## config.mk

```make
export PLATFORM = sky130hd
export DESIGN_NAME = mem_stage
export DESIGN_NICKNAME = d
export VERILOG_FILES = /design/src/rtl/cpu_defs.sv /design/src/rtl/load_align.sv /design/src/rtl/mem_stage.sv
export SDC_FILE = /design/constraint.sdc
export NUM_CORES = 1
export LEC_CHECK = 0
export ABC_AREA = 1
export ABC_CLOCK_PERIOD_IN_PS = 21900
export CAP_MARGIN = 10
export CELL_PAD_IN_SITES_DETAIL_PLACEMENT = 0
export CELL_PAD_IN_SITES_GLOBAL_PLACEMENT = 1
export CORE_UTILIZATION = 36
export CTS_CLUSTER_DIAMETER = 30
export DETAILED_ROUTE_END_ITERATION = 12
export PLACE_DENSITY_LB_ADDON = 0.1
export RECOVER_POWER = 100
export SETUP_SLACK_MARGIN = 0.15
export SLEW_MARGIN = 30
export SYNTH_ARGS = -nofsm -noshare
export SYNTH_HDL_FRONTEND = slang
export SYNTH_SLANG_ARGS = --single-unit
```

## constraint.sdc

```tcl
create_clock -name clk -period 21.9 [get_ports clk]
set_input_delay 4.38 -clock clk [delete_from_list [all_inputs] [get_ports clk]]
set_output_delay 4.38 -clock clk [all_outputs]
set_load 0.005 [all_outputs]
```

## src/rtl/cpu_defs.sv

```systemverilog
// Shared pipeline definitions: inter-stage bus structs, load-op encoding,
// CP0/TLB op enums and the flush request bundle.
package cpu_defs;

  // One-hot load_op bit positions
  localparam int LOAD_OP_W = 7;
  localparam int LD_LW     = 0;
  localparam int LD_LB     = 1;
  localparam int LD_LBU    = 2;
  localparam int LD_LH     = 3;
  localparam int LD_LHU    = 4;
  localparam int LD_LWL    = 5;
  localparam int LD_LWR    = 6;

  typedef enum logic [1:0] {
    C0_NONE = 2'd0,
    C0_MFC0 = 2'd1,
    C0_MTC0 = 2'd2,
    C0_ERET = 2'd3
  } c0_op_e;

  typedef enum logic [1:0] {
    TLB_NONE  = 2'd0,
    TLB_TLBP  = 2'd1,
    TLB_TLBR  = 2'd2,
    TLB_TLBWI = 2'd3
  } tlb_op_e;

  typedef struct packed {
    logic        ex;
    logic [4:0]  excode;
    logic [31:0] badvaddr;
  } exception_t;

  typedef struct packed {
    logic eret;
    logic ex;
  } pipeline_flush_t;

  typedef struct packed {
    logic                 valid;
    logic [LOAD_OP_W-1:0] load_op;
    c0_op_e               c0_op;
    logic [7:0]           c0_addr;
    logic                 req_ok;
    logic                 res_from_mem;
    logic                 res_to_mem;
    logic                 rf_we;
    logic [4:0]           dest;
    logic [31:0]          result;   // vaddr for loads/stores
    logic [31:0]          rt_data;  // old rt value, merged by lwl/lwr
    logic [31:0]          pc;
    exception_t           exception;
    tlb_op_e              tlb_op;
  } pms_to_ms_bus_t;

  typedef struct packed {
    logic        valid;
    c0_op_e      c0_op;
    logic [7:0]  c0_addr;
    logic        rf_we;
    logic [4:0]  dest;
    logic [31:0] final_result;
    logic [31:0] pc;
    exception_t  exception;
    tlb_op_e     tlb_op;
  } ms_to_ws_bus_t;

  typedef struct packed {
    logic        op_mfc0;
    logic        data_pending;
    logic        op_tlb;
    logic [4:0]  dest;
    logic [31:0] final_result;
  } ms_forward_bus_t;

  // Extend a byte or halfword to 32 bits, signed or unsigned
  function automatic logic [31:0] ext8(input logic [7:0] v, input logic sign);
    return {{24{sign & v[7]}}, v};
  endfunction

  function automatic logic [31:0] ext16(input logic [15:0] v, input logic sign);
    return {{16{sign & v[15]}}, v};
  endfunction

endpackage

```

## src/rtl/load_align.sv

```systemverilog
// Load data alignment: picks and extends the addressed byte/halfword, or
// merges partial words for lwl/lwr, from a little-endian 32-bit read word.
module load_align
  import cpu_defs::*;
(
  input  logic [LOAD_OP_W-1:0] load_op,
  input  logic [1:0]           addr,
  input  logic [31:0]          rdata,
  input  logic [31:0]          rt_data,
  output logic [31:0]          aligned
);

  logic [7:0]  byte_sel;
  logic [15:0] half_sel;
  logic [31:0] lwl_val;
  logic [31:0] lwr_val;

  // Select candidate values for every load flavour from the byte offset
  always_comb begin
    // NOTE: every output of a combinational block gets a default first, so no path leaves it unassigned and infers a latch.
    byte_sel = rdata[7:0];
    lwl_val  = rdata;
    lwr_val  = rdata;
    half_sel = addr[1] ? rdata[31:16] : rdata[15:0];
    case (addr)
      2'd0: begin
        byte_sel = rdata[7:0];
        lwl_val  = {rdata[7:0], rt_data[23:0]};
        lwr_val  = rdata;
      end
      2'd1: begin
        byte_sel = rdata[15:8];
        lwl_val  = {rdata[15:0], rt_data[15:0]};
        lwr_val  = {rt_data[31:24], rdata[31:8]};
      end
      2'd2: begin
        byte_sel = rdata[23:16];
        lwl_val  = {rdata[23:0], rt_data[7:0]};
        lwr_val  = {rt_data[31:16], rdata[31:16]};
      end
      default: begin
        byte_sel = rdata[31:24];
        lwl_val  = rdata;
        lwr_val  = {rt_data[31:8], rdata[31:24]};
      end
    endcase
  end

  // One-hot AND-OR mux across load flavours; no load selected yields zero
  always_comb begin
    aligned = ({32{load_op[LD_LW]}}  & rdata)
            | ({32{load_op[LD_LB]}}  & ext8(byte_sel, 1'b1))
            | ({32{load_op[LD_LBU]}} & ext8(byte_sel, 1'b0))
            | ({32{load_op[LD_LH]}}  & ext16(half_sel, 1'b1))
            | ({32{load_op[LD_LHU]}} & ext16(half_sel, 1'b0))
            | ({32{load_op[LD_LWL]}} & lwl_val)
            | ({32{load_op[LD_LWR]}} & lwr_val);
  end

endmodule

```

## src/rtl/mem_stage.sv

```systemverilog
// Memory-response stage: holds one instruction from pre-MEM, waits for its
// in-order data-SRAM response, aligns load data and hands the result to WB
// and the ID bypass network. Responses of flushed requests are discarded.
module mem_stage
  import cpu_defs::*;
#(
  parameter int CANCEL_W = 2
) (
  input  logic            clk,
  input  logic            reset,
  input  logic            ws_allowin,
  output logic            ms_allowin,
  input  pms_to_ms_bus_t  pms_to_ms_bus,
  output ms_to_ws_bus_t   ms_to_ws_bus,
  output ms_forward_bus_t ms_forward_bus,
  output logic            ms_wr_disable,
  input  pipeline_flush_t pipeline_flush,
  input  logic [31:0]     data_rdata,
  input  logic            data_data_ok
);

  // At most the waiting instruction plus the one issued upstream can be cut off
  localparam logic [CANCEL_W:0] CANCEL_MAX = (CANCEL_W+1)'(2);

  logic                ms_valid;
  logic                waiting;
  logic                buf_valid;
  logic [CANCEL_W-1:0] cancel_cnt;
  logic [31:0]         data_buf;
  pms_to_ms_bus_t      ms_bus;

  logic                flush;
  logic                own_data_ok;
  logic                drop_data_ok;
  logic                ms_ready_go;
  logic [1:0]          cancel_inc;
  logic [CANCEL_W:0]   cancel_next;
  logic [31:0]         rdata_sel;
  logic [31:0]         aligned;
  logic [31:0]         final_result;

  assign flush = pipeline_flush.eret | pipeline_flush.ex;

  // Steer a response: stale ones go to the discard counter first
  always_comb begin
    drop_data_ok = data_data_ok & (cancel_cnt != '0);
    own_data_ok  = data_data_ok & (cancel_cnt == '0) & waiting;
    ms_ready_go  = !waiting | own_data_ok | buf_valid | ms_bus.exception.ex;
    ms_allowin   = !ms_valid | (ms_ready_go & ws_allowin);
  end

  // Requests left without an owner on a flush: this stage's pending one plus
  // any request pre-MEM issues in the very same cycle
  always_comb begin
    cancel_inc = 2'd0;
    if (flush) begin
      cancel_inc = 2'(ms_valid & waiting & ~own_data_ok) + 2'(pms_to_ms_bus.req_ok);
    end
    cancel_next = {1'b0, cancel_cnt} + (CANCEL_W+1)'(cancel_inc)
                - (CANCEL_W+1)'(drop_data_ok);
  end

  // Control state: valid, wait, stall buffer and discard counter
  always_ff @(posedge clk) begin
    // NOTE: sequential state uses non-blocking assignments so every register samples pre-edge values regardless of statement order.
    if (reset) begin
      ms_valid   <= 1'b0;
      waiting    <= 1'b0;
      buf_valid  <= 1'b0;
      cancel_cnt <= '0;
    end else begin
      cancel_cnt <= cancel_next[CANCEL_W-1:0];
      if (flush) begin
        ms_valid  <= 1'b0;
        waiting   <= 1'b0;
        buf_valid <= 1'b0;
      end else if (ms_allowin) begin
        ms_valid  <= pms_to_ms_bus.valid;
        waiting   <= pms_to_ms_bus.req_ok;
        buf_valid <= 1'b0;
      end else if (own_data_ok) begin
        // Response arrived while WB is stalled: park it until the instruction leaves
        buf_valid <= 1'b1;
        waiting   <= 1'b0;
      end
    end
  end

  // Datapath registers: instruction bus and parked response word
  always_ff @(posedge clk) begin
    // NOTE: datapath registers are not reset; they are only observed while the valid/buffer flags qualify them.
    if (pms_to_ms_bus.valid && ms_allowin) begin
      ms_bus <= pms_to_ms_bus;
    end
    if (own_data_ok && !ms_allowin && !flush) begin
      data_buf <= data_rdata;
    end
  end

  assign rdata_sel = buf_valid ? data_buf : data_rdata;

  load_align u_load_align (
    .load_op (ms_bus.load_op),
    .addr    (ms_bus.result[1:0]),
    .rdata   (rdata_sel),
    .rt_data (ms_bus.rt_data),
    .aligned (aligned)
  );

  assign final_result = ms_bus.res_from_mem ? aligned : ms_bus.result;

  // WB bus: valid follows the response combinationally
  always_comb begin
    ms_to_ws_bus              = '0;
    ms_to_ws_bus.valid        = ms_valid & ms_ready_go;
    ms_to_ws_bus.c0_op        = ms_bus.c0_op;
    ms_to_ws_bus.c0_addr      = ms_bus.c0_addr;
    ms_to_ws_bus.rf_we        = ms_bus.rf_we;
    ms_to_ws_bus.dest         = ms_bus.dest;
    ms_to_ws_bus.final_result = final_result;
    ms_to_ws_bus.pc           = ms_bus.pc;
    ms_to_ws_bus.exception    = ms_bus.exception;
    ms_to_ws_bus.tlb_op       = ms_bus.tlb_op;
  end

  // Bypass bus to ID: everything qualified by ms_valid; loads still waiting
  // raise data_pending so ID stalls instead of taking a stale value
  always_comb begin
    ms_forward_bus              = '0;
    ms_forward_bus.op_mfc0      = ms_valid & (ms_bus.c0_op == C0_MFC0);
    ms_forward_bus.data_pending = ms_bus.res_from_mem & ms_valid & !ms_ready_go;
    ms_forward_bus.op_tlb       = ms_valid & (ms_bus.tlb_op != TLB_NONE);
    ms_forward_bus.dest         = ms_valid ? ms_bus.dest : 5'd0;
    ms_forward_bus.final_result = ms_valid ? final_result : 32'd0;
  end

  assign ms_wr_disable = ms_valid & (ms_bus.exception.ex | (ms_bus.c0_op == C0_ERET));

  // Bus fields carried for completeness but not consumed in this stage
  logic unused_bus_bits;
  assign unused_bus_bits = &{1'b0, ms_bus.valid, ms_bus.req_ok, ms_bus.res_to_mem};

  // Discard counter must fit the worst case of two cut-off requests
  a_cancel_bound: assert property (@(posedge clk) disable iff (reset)
    cancel_next <= CANCEL_MAX);

  // A response with nothing waiting and nothing to discard breaks the protocol
  a_stray_data_ok: assert property (@(posedge clk) disable iff (reset)
    !(data_data_ok && !waiting && (cancel_cnt == '0)));

endmodule

```

# Word-level counts from Yosys, hierarchy flattened
# Index checks and enable logic that the tools add are counted.
dict set report totals {
  reg_bits 197
  inputBits 201
  output_inout_bits 163
  word_cells 83
}
dict set report classes {
  n_addsub 3
  eq_ne 4
  mux 11
  bitwise_logic 32
  n_reduce_logical 15
}
# operator count
set op_table {}
lappend op_table {{32-bit OR} 6}
lappend op_table {{32-bit one-hot mux with 3 select lines} 2}
lappend op_table {{32-bit AND} 5}
lappend op_table {{32-bit 2-to-1 mux} 3}
lappend op_table {{32-bit by 16-bit AND with 32-bit output} 1}
lappend op_table {{32-bit by 8-bit AND with 32-bit output} 1}
lappend op_table {{8-bit one-hot mux with 3 select lines} 1}
lappend op_table {{16-bit 2-to-1 mux} 1}
lappend op_table {{1-bit AND} 11}
lappend op_table {{1-bit OR} 6}
lappend op_table {{2-bit nonzero test} 3}
lappend op_table {{1-bit logical NOT} 5}
lappend op_table {{5-bit 2-to-1 mux} 1}
lappend op_table {{2-bit by 1-bit == test with 1-bit output, second input constant} 2}
lappend op_table {{2-bit == test, second input constant} 2}
lappend op_table {{2-bit logical NOT} 2}
lappend op_table {{1-bit logical AND} 3}
lappend op_table {{3-bit OR reduction} 1}
lappend op_table {{2-bit by 1-bit adder with 2-bit output} 1}
lappend op_table {{2-bit adder} 1}
lappend op_table {{1-bit by 2-bit AND with 2-bit output} 1}
lappend op_table {{1-bit 2-to-1 mux} 2}
lappend op_table {{2-bit 2-to-1 mux} 1}
lappend op_table {{1-bit inverter with 2-bit output} 1}
lappend op_table {{other kinds (2)} 2}

# Longest topological paths before layout
# Gate-level depths: netlist of the first run.
dict set report logic_depth {
  word_depth 11
  mapped_depth 13
  ltp_nobuf 12
}

# Cells and area by module
# From an unflattened synthesis of the first run, not the netlist that was laid out.
dict set report unflattened {
  cells_unflattened 1109
  area_unflattened_um2 10251.1
}
# mod n_inst cells_each area_each_um2 seq_area_each_um2
set by_module_without_submodules {}
lappend by_module_without_submodules {mem_stage 1 603 7872.6 5865.6}
lappend by_module_without_submodules {load_align 1 506 2378.5 0.0}

# Worst setup path before layout of the first run
# No wires, ideal clock.
dict set report synth_path {
  path_kind {input-to-reg}
  startpoint {input port data_data_ok}
  endpoint {register ms_bus[100] in the netlist's numbering, enable pin}
  setup_time_ps 681
  arrival_time_ps 11517
  required_time_ps 21219
  slack_ps 9702
  path_stages 8
  n_path_buf 0
  cell_sequence {nand3_1 nand2_1 nor3_1 inv_1 nand2_1 nand2_1 inv_1 nor2_1}
}
dict set report synth_via {
  elab_chain_len 8
}
# item line
set synth_lines {}
lappend synth_lines {{start, declared} mem_stage.sv:19} ;# input logic data_data_ok
lappend synth_lines {{1-bit AND (2 in series)} mem_stage.sv:47} ;# own_data_ok = data_data_ok & (cancel_cnt == '0) & waiting;
lappend synth_lines {{1-bit OR (3 in series)} mem_stage.sv:48} ;# ms_ready_go = !waiting | own_data_ok | buf_valid | ms_bus.exception.ex;
lappend synth_lines {{1-bit AND} mem_stage.sv:49} ;# ms_allowin = !ms_valid | (ms_ready_go & ws_allowin);
lappend synth_lines {{1-bit OR} mem_stage.sv:49}
lappend synth_lines {{named net ms_allowin} mem_stage.sv:12} ;# output logic ms_allowin,
lappend synth_lines {{1-bit logical AND} mem_stage.sv:92} ;# if (pms_to_ms_bus.valid && ms_allowin) begin
lappend synth_lines {{end signal, assigned} mem_stage.sv:93} ;# ms_bus <= pms_to_ms_bus;
lappend synth_lines {{end, declared} mem_stage.sv:30} ;# pms_to_ms_bus_t ms_bus;
# The timed path passes the listed nets, and every way through them passes these cells.
# A chain may end at the register's enable or synchronous reset.

==> flow_metrics.env, run 1 <==
export IMPL_antenna_found_initial=6
export IMPL_nFillCells=2541
export IMPL_vias_per_cell=4.65
export IMPL_core_area_mm2=0.0271
export IMPL_dieArea_mm2=0.0284
export IMPL_slowest_delay_ns=0.59
export IMPL_critPathBufInv=3
export IMPL_cp_cell_sequence="dlygate4sd3_1 > nand2_1 > nand2_1 > nand2_1 > nand3_1 > nand3_1 > nand2_1 > clkinvlp_2 > nand2_1 > nand2_1 > nor2_1 > dlygate4sd3_1"
export IMPL_grt_pass1_vias=7815
export IMPL_worstMarginPinSlew_ns=3.32
export IMPL_ctsRootBufferMaster="clkbuf_16"
export IMPL_finalPower_uw=906
export IMPL_syn2layout_area_growth_pct=38.2
export IMPL_crit_family="simple AND/OR/NAND/NOR gates"
export IMPL_place_area_mm2=0.0133
export IMPL_synthMostInstantiatedCell="nand2_1"
export IMPL_drt_iter0_drc=584
export IMPL_num_vias=8052
export IMPL_grt_util_all_layers_pct=22.7
export IMPL_fin_area_mm2=0.0138
export IMPL_fin_crit_ns=11.97
export IMPL_slew_headroom_pct=-121
export IMPL_synth_top_area_share_pct=57.7
export IMPL_die_w_um=169
export IMPL_final_max_slew_violation_count=197
export IMPL_final_hold_viol_count=0
export IMPL_path_common_cell="nand2_1"
export IMPL_skew_ns=0.0174
export IMPL_crit_path_start_kind="primary input"
export IMPL_wirelength_mm=32.0
export IMPL_cts_sinks=197
export IMPL_drc=0
export IMPL_violations="capacitance limit, slew limit"
export IMPL_cts_resized_gates=0
export IMPL_synth_area_per_cell_um2=9.23
export IMPL_fin_nets=1548
export IMPL_drive_gt1_share_pct=4.57
export IMPL_stdcell_count=1732
export IMPL_drtAntennaViolNets=0
export IMPL_grt_max_degree=58
export IMPL_initial_core_util_pct=36.9
export IMPL_synth_edff_count=192
export IMPL_ys_seq_area_share_pct=58.7
export IMPL_cts_hold_buf=0
export IMPL_period_share_pct=54.7
export IMPL_synth_commonest_cells="nand2_1 (368), edfxtp_1 (192), nor2_1 (99)"
export IMPL_firstDrtPassIters=5
export IMPL_place_gp_congestion=0.895
export IMPL_path_max_fanout=10
export IMPL_htree_levels=4
export IMPL_required_ns=17.52
export IMPL_hold_slack_ns=0.546
export IMPL_cp_end_kind="output pin"
export IMPL_timing_setup_tns_ns=0
export IMPL_die_h_um=169
export IMPL_syn_nets=1287
export IMPL_cpMaxStageDelayCell="dlygate4sd3_1"
export IMPL_syn_cell_area_mm2=0.00999
export IMPL_cts_buffers=17
export IMPL_ys_ff_latch=197
export IMPL_leakage_nw=5.77
export IMPL_cts_tree="yes"
export IMPL_synthTopCellsByArea="edfxtp_1 (58%), nand2_1 (14%), buf_4 (7.1%), nor2_1 (3.7%), nand3_1 (3.5%)"
export IMPL_grt_first_pass_wirelength_mm=47.3
export IMPL_grt_overflow=0
export IMPL_wl_per_cell_um=18.5
export IMPL_dp_cells=1697
export IMPL_critical_path_class="in2out"
export IMPL_fmax_mhz=83.5
export IMPL_placementRows=60
export IMPL_maxCapViolCount=4
export IMPL_rsz0062_at_grt="no"
export IMPL_peakVddDrop_v=0.0000544
export IMPL_port_buffers=362
export IMPL_yosys_cell_types_count=33
export IMPL_hpwl_mm=23.5
export IMPL_setup_viol=0
export IMPL_dominantRegCellSynth="edfxtp_1"
export IMPL_io_pins=364
export IMPL_async_flop_share_pct=0
export IMPL_synth_top_area_cell="edfxtp_1"
export IMPL_p_per_area_mw_per_mm2=65.7
export IMPL_insertion_delay_ns=0.44
export IMPL_status="complete, but fails checks"
export IMPL_ys_warn_count=0
export IMPL_cts_buffer_depth=2
export IMPL_synth_cells=1083
export IMPL_cp_arrival_ns=7.59
export IMPL_clkSlewWorstSetupHoldPaths_ns=0.08
export IMPL_post_cts_buffers=0
export IMPL_hp_class="reg2reg"
==> through the flow <==
stage          util [%]  worst slack [ns]
6_report           50.9              9.93
5_1_grt            50.9              9.58
4_1_cts            51.1             10.91
3_5_place_dp       48.9             10.92
3_3_place_gp       48.9             10.95
2_1_floorplan         -              9.70
==> worst paths after layout <==
| path | start | endpoint | slack (ns) | cells past startpoint |
|---|---|---|---|---|
| worst max register to register | buf_valid | ms_bus[135] | 15.37 | 9 |
| worst max-delay path | data_rdata[23] | ms_forward_bus[8] | 9.93 | 12 |
| worst min register to register | waiting | buf_valid | 0.55 | 2 |
| worst min-delay path | waiting | buf_valid | 0.55 | 2 |
==> power breakdown <==
part	leakage, nW	internal (mW)	switching, mW
registers	1.89	0.437	0.00866
logic	3.59	0.0691	0.0736
clock network	0.286	0.162	0.156
total	5.77	0.668	0.238
==> routing by layer <==
metal	vias to the layer above	share of wire, %	global-route usage (%)
met2	290	52	40.4
met4	6	1.4	5.49
met1	3770	39	26.2
met5	-	0.10	0
met3	32	7.8	7.39
li1	3954	-	-
==> state kept, by name, indices dropped and copies added, names as in the netlist <==
register / flops
ms_to_ws_bus: 88
ms_bus: 72
data_buf: 32
cancel_cnt: 2
buf_valid: 1
ms_valid: 1
waiting: 1
==> tightest hold or removal path, cell delays in order (launching register included) <==
cell     delay [ns]
dfxtp_1        0.31
nand4_1        0.12
a21oi_1        0.07
==> logic make-up after synthesis <==
kind of cell / Yosys count / synth area share [%]
AND/OR/NAND/NOR: 574 / 23.7
buffers and inverters: 224 / 12.6
flip-flops: 197 / 58.7
AO/OA/AOI/OAI: 82 / 4.30
XOR/XNOR: 3 / 0.263
adder cells (fa/ha/maj): 3 / 0.376
==> cell usage in the layout (no fill, tap or decap), types with 15 or more instances in the layout <==
master and instances:
nand2_1 369, dlygate4sd3_1 347, nand3_1 72, nor2_1 98
clkbuf_16 17, edfxtp_1 192, a21oi_1 53, clkdlybuf4s50_1 15
inv_1 92, o21ai_0 19
==> final cells by class <==
type                            count  area, µm²  area share (%)
Timing Repair Buffer              369       3660            26.5
Inverter                           97        369            2.67
Clock buffer                       17        425            3.08
Tap cell                          372        465            3.37
Multi-Input combinational cell    662       2840            20.6
Antenna cell                        4       10.0          0.0725
Clock inverter                     14        166            1.21
Sequential cell                   197       5870            42.5
Note: power is estimated with default switching activity, not from simulation.
==> inputs of run 2 (changes only) <==
ABC_CLOCK_PERIOD_IN_PS = 11000   (was 21900)
CORE_UTILIZATION = 30   (was 36)
clock period = 11 ns   (was 21.9 ns; I/O delays follow)
==> flow_metrics.env, run 2 (same netlist as run 1, synthesis figures left out) <==
export IMPL_core_area_mm2=0.0326
export IMPL_mostFrequentLayoutCells="nand2_1 (369), dlygate4sd3_1 (342), edfxtp_1 (192)"
export IMPL_die_w_um=184
export IMPL_fin_crit_ns=7.80
export IMPL_setup_viol=0
export IMPL_crit_path_start_kind="primary input"
export IMPL_firstDrtPassIters=5
export IMPL_place_gp_congestion=0.832
export IMPL_nFillCells=3216
export IMPL_cp_cell_sequence="dlygate4sd3_1 > nand2_1 > nand2_1 > nand2_1 > nand3_1 > nand3_1 > nand2_1 > clkinvlp_2 > nand2_1 > nand2_1 > nor2_1 > dlygate4sd3_1"
export IMPL_ctsRootBufferMaster="clkbuf_16"
export IMPL_cts_tree="yes"
export IMPL_slew_headroom_pct=-98.5
export IMPL_multi_input_area_mm2=0.00284
export IMPL_violations="capacitance limit, slew limit"
export IMPL_insertion_delay_ns=0.46
export IMPL_min_from="waiting"
export IMPL_vias_per_cell=4.49
export IMPL_cts_hold_buf=0
export IMPL_status="complete, but fails checks"
export IMPL_critPathBufInv=3
export IMPL_final_hold_viol_count=0
export IMPL_period_share_pct=70.9
export IMPL_drt_iter0_drc=662
export IMPL_drive_gt1_share_pct=4.42
export IMPL_io_pins=364
export IMPL_layout_commonest_cell="nand2_1"
export IMPL_wirelength_mm=34.5
export IMPL_slowest_delay_ns=0.62
export IMPL_num_vias=8094
export IMPL_grt_pass1_vias=8015
export IMPL_wl_per_cell_um=19.1
export IMPL_reg2reg_from="buf_valid"
export IMPL_fmax_mhz=128
export IMPL_cts_sinks=197
export IMPL_path_max_fanout=10
export IMPL_drc=0
export IMPL_drtAntennaViolNets=0
export IMPL_timing_setup_tns_ns=0
export IMPL_grt_max_degree=161
export IMPL_fin_nets=1549
export IMPL_grt_overflow=0
export IMPL_syn2layout_area_growth_pct=38.6
export IMPL_initial_core_util_pct=30.6
export IMPL_htree_levels=4
export IMPL_port_buffers=362
export IMPL_rsz0062_at_grt="no"
export IMPL_critical_path_class="in2out"
export IMPL_required_ns=8.80
export IMPL_skew_ns=0.0121
export IMPL_clkSlewWorstSetupHoldPaths_ns=0.07
export IMPL_maxCapViolCount=4
export IMPL_cts_resized_gates=0
export IMPL_hp_class="reg2reg"
export IMPL_hpwl_mm=25.2
export IMPL_finalPower_mw=1.77
export IMPL_final_max_slew_violation_count=233
export IMPL_cts_buffer_depth=2
export IMPL_crit_family="simple AND/OR/NAND/NOR gates"
export IMPL_largest_reg_flops=88
export IMPL_crit_path_start="data_rdata[23]"
export IMPL_p_per_area_mw_per_mm2=128
export IMPL_grt_util_all_layers_pct=20.7
export IMPL_cp_end_kind="output pin"
export IMPL_die_h_um=184
export IMPL_dieArea_mm2=0.0340
export IMPL_leakage_nw=5.74
export IMPL_worstMarginPinSlew_ns=2.98
export IMPL_path_common_cell="nand2_1"
export IMPL_cts_buffers=17
export IMPL_cp_arrival_ns=5.60
export IMPL_placementRows=66
export IMPL_peakVddDrop_v=0.000110
export IMPL_antenna_found_initial=14
export IMPL_grt_first_pass_wirelength_mm=50.5
export IMPL_cpMaxStageDelayCell="dlygate4sd3_1"
export IMPL_post_cts_buffers=0
export IMPL_seq_area_mm2=0.00587
## run 2: worst min-delay path, cell delays in order, from the launching register on
cell	delay (ns)
dfxtp_1	0.31
nand4_1	0.12
a21oi_1	0.07
## run 2: power by group
part	switching [mW]	total (mW)	internal (mW)
Sequential	0.0145	0.885	0.870
Clock	0.302	0.597	0.295
Combinational	0.154	0.292	0.139
## run 2: final timing paths
check / endpoint / slack, ns / depth (start not counted)
worst max register to register: ms_bus[81] / 4.98 / 9
worst max-delay path: ms_forward_bus[24] / 3.20 / 12
worst min register to register: buf_valid / 0.54 / 2
worst min-delay path: buf_valid / 0.54 / 2
## run 2: per-stage QoR
stage / area, µm² / setup slack [ns] / hold slack (ns) / util, % / cells
floorplan: 9990 / 0.982 / 0.494 / - / 1083
global placement: 13400 / 4.33 / 0.555 / 41.0 / 1767
detailed placement: 13400 / 4.30 / 0.552 / 41.0 / 1767
CTS: 13900 / 4.30 / 0.564 / 42.6 / 1799
global route: 13800 / 2.63 / 0.573 / 42.4 / 1802
finish: 13800 / 3.20 / 0.541 / 42.4 / 1804
## run 2: layout make-up
cell class	count	share of cell area (%)
diodes	4	0.0723
clock buffers	21	3.18
flip-flops and latches	197	42.4
clock inverters	11	0.678
multi-input cells	662	20.5
well taps	442	3.99
inverters	97	2.67
repair buffers	370	26.5
## run 2: routing by layer
layer | global-route usage (%) | vias up | part of all wire (%) | wire [µm]
met2 | 34.3 | 294 | 48 | 16600
met5 | 0 | - | 0.20 | 69
met1 | 25.1 | 3779 | 42 | 14300
met4 | 6.30 | 10 | 2.2 | 772
li1 | - | 3956 | - | -
met3 | 7.15 | 55 | 7.9 | 2730
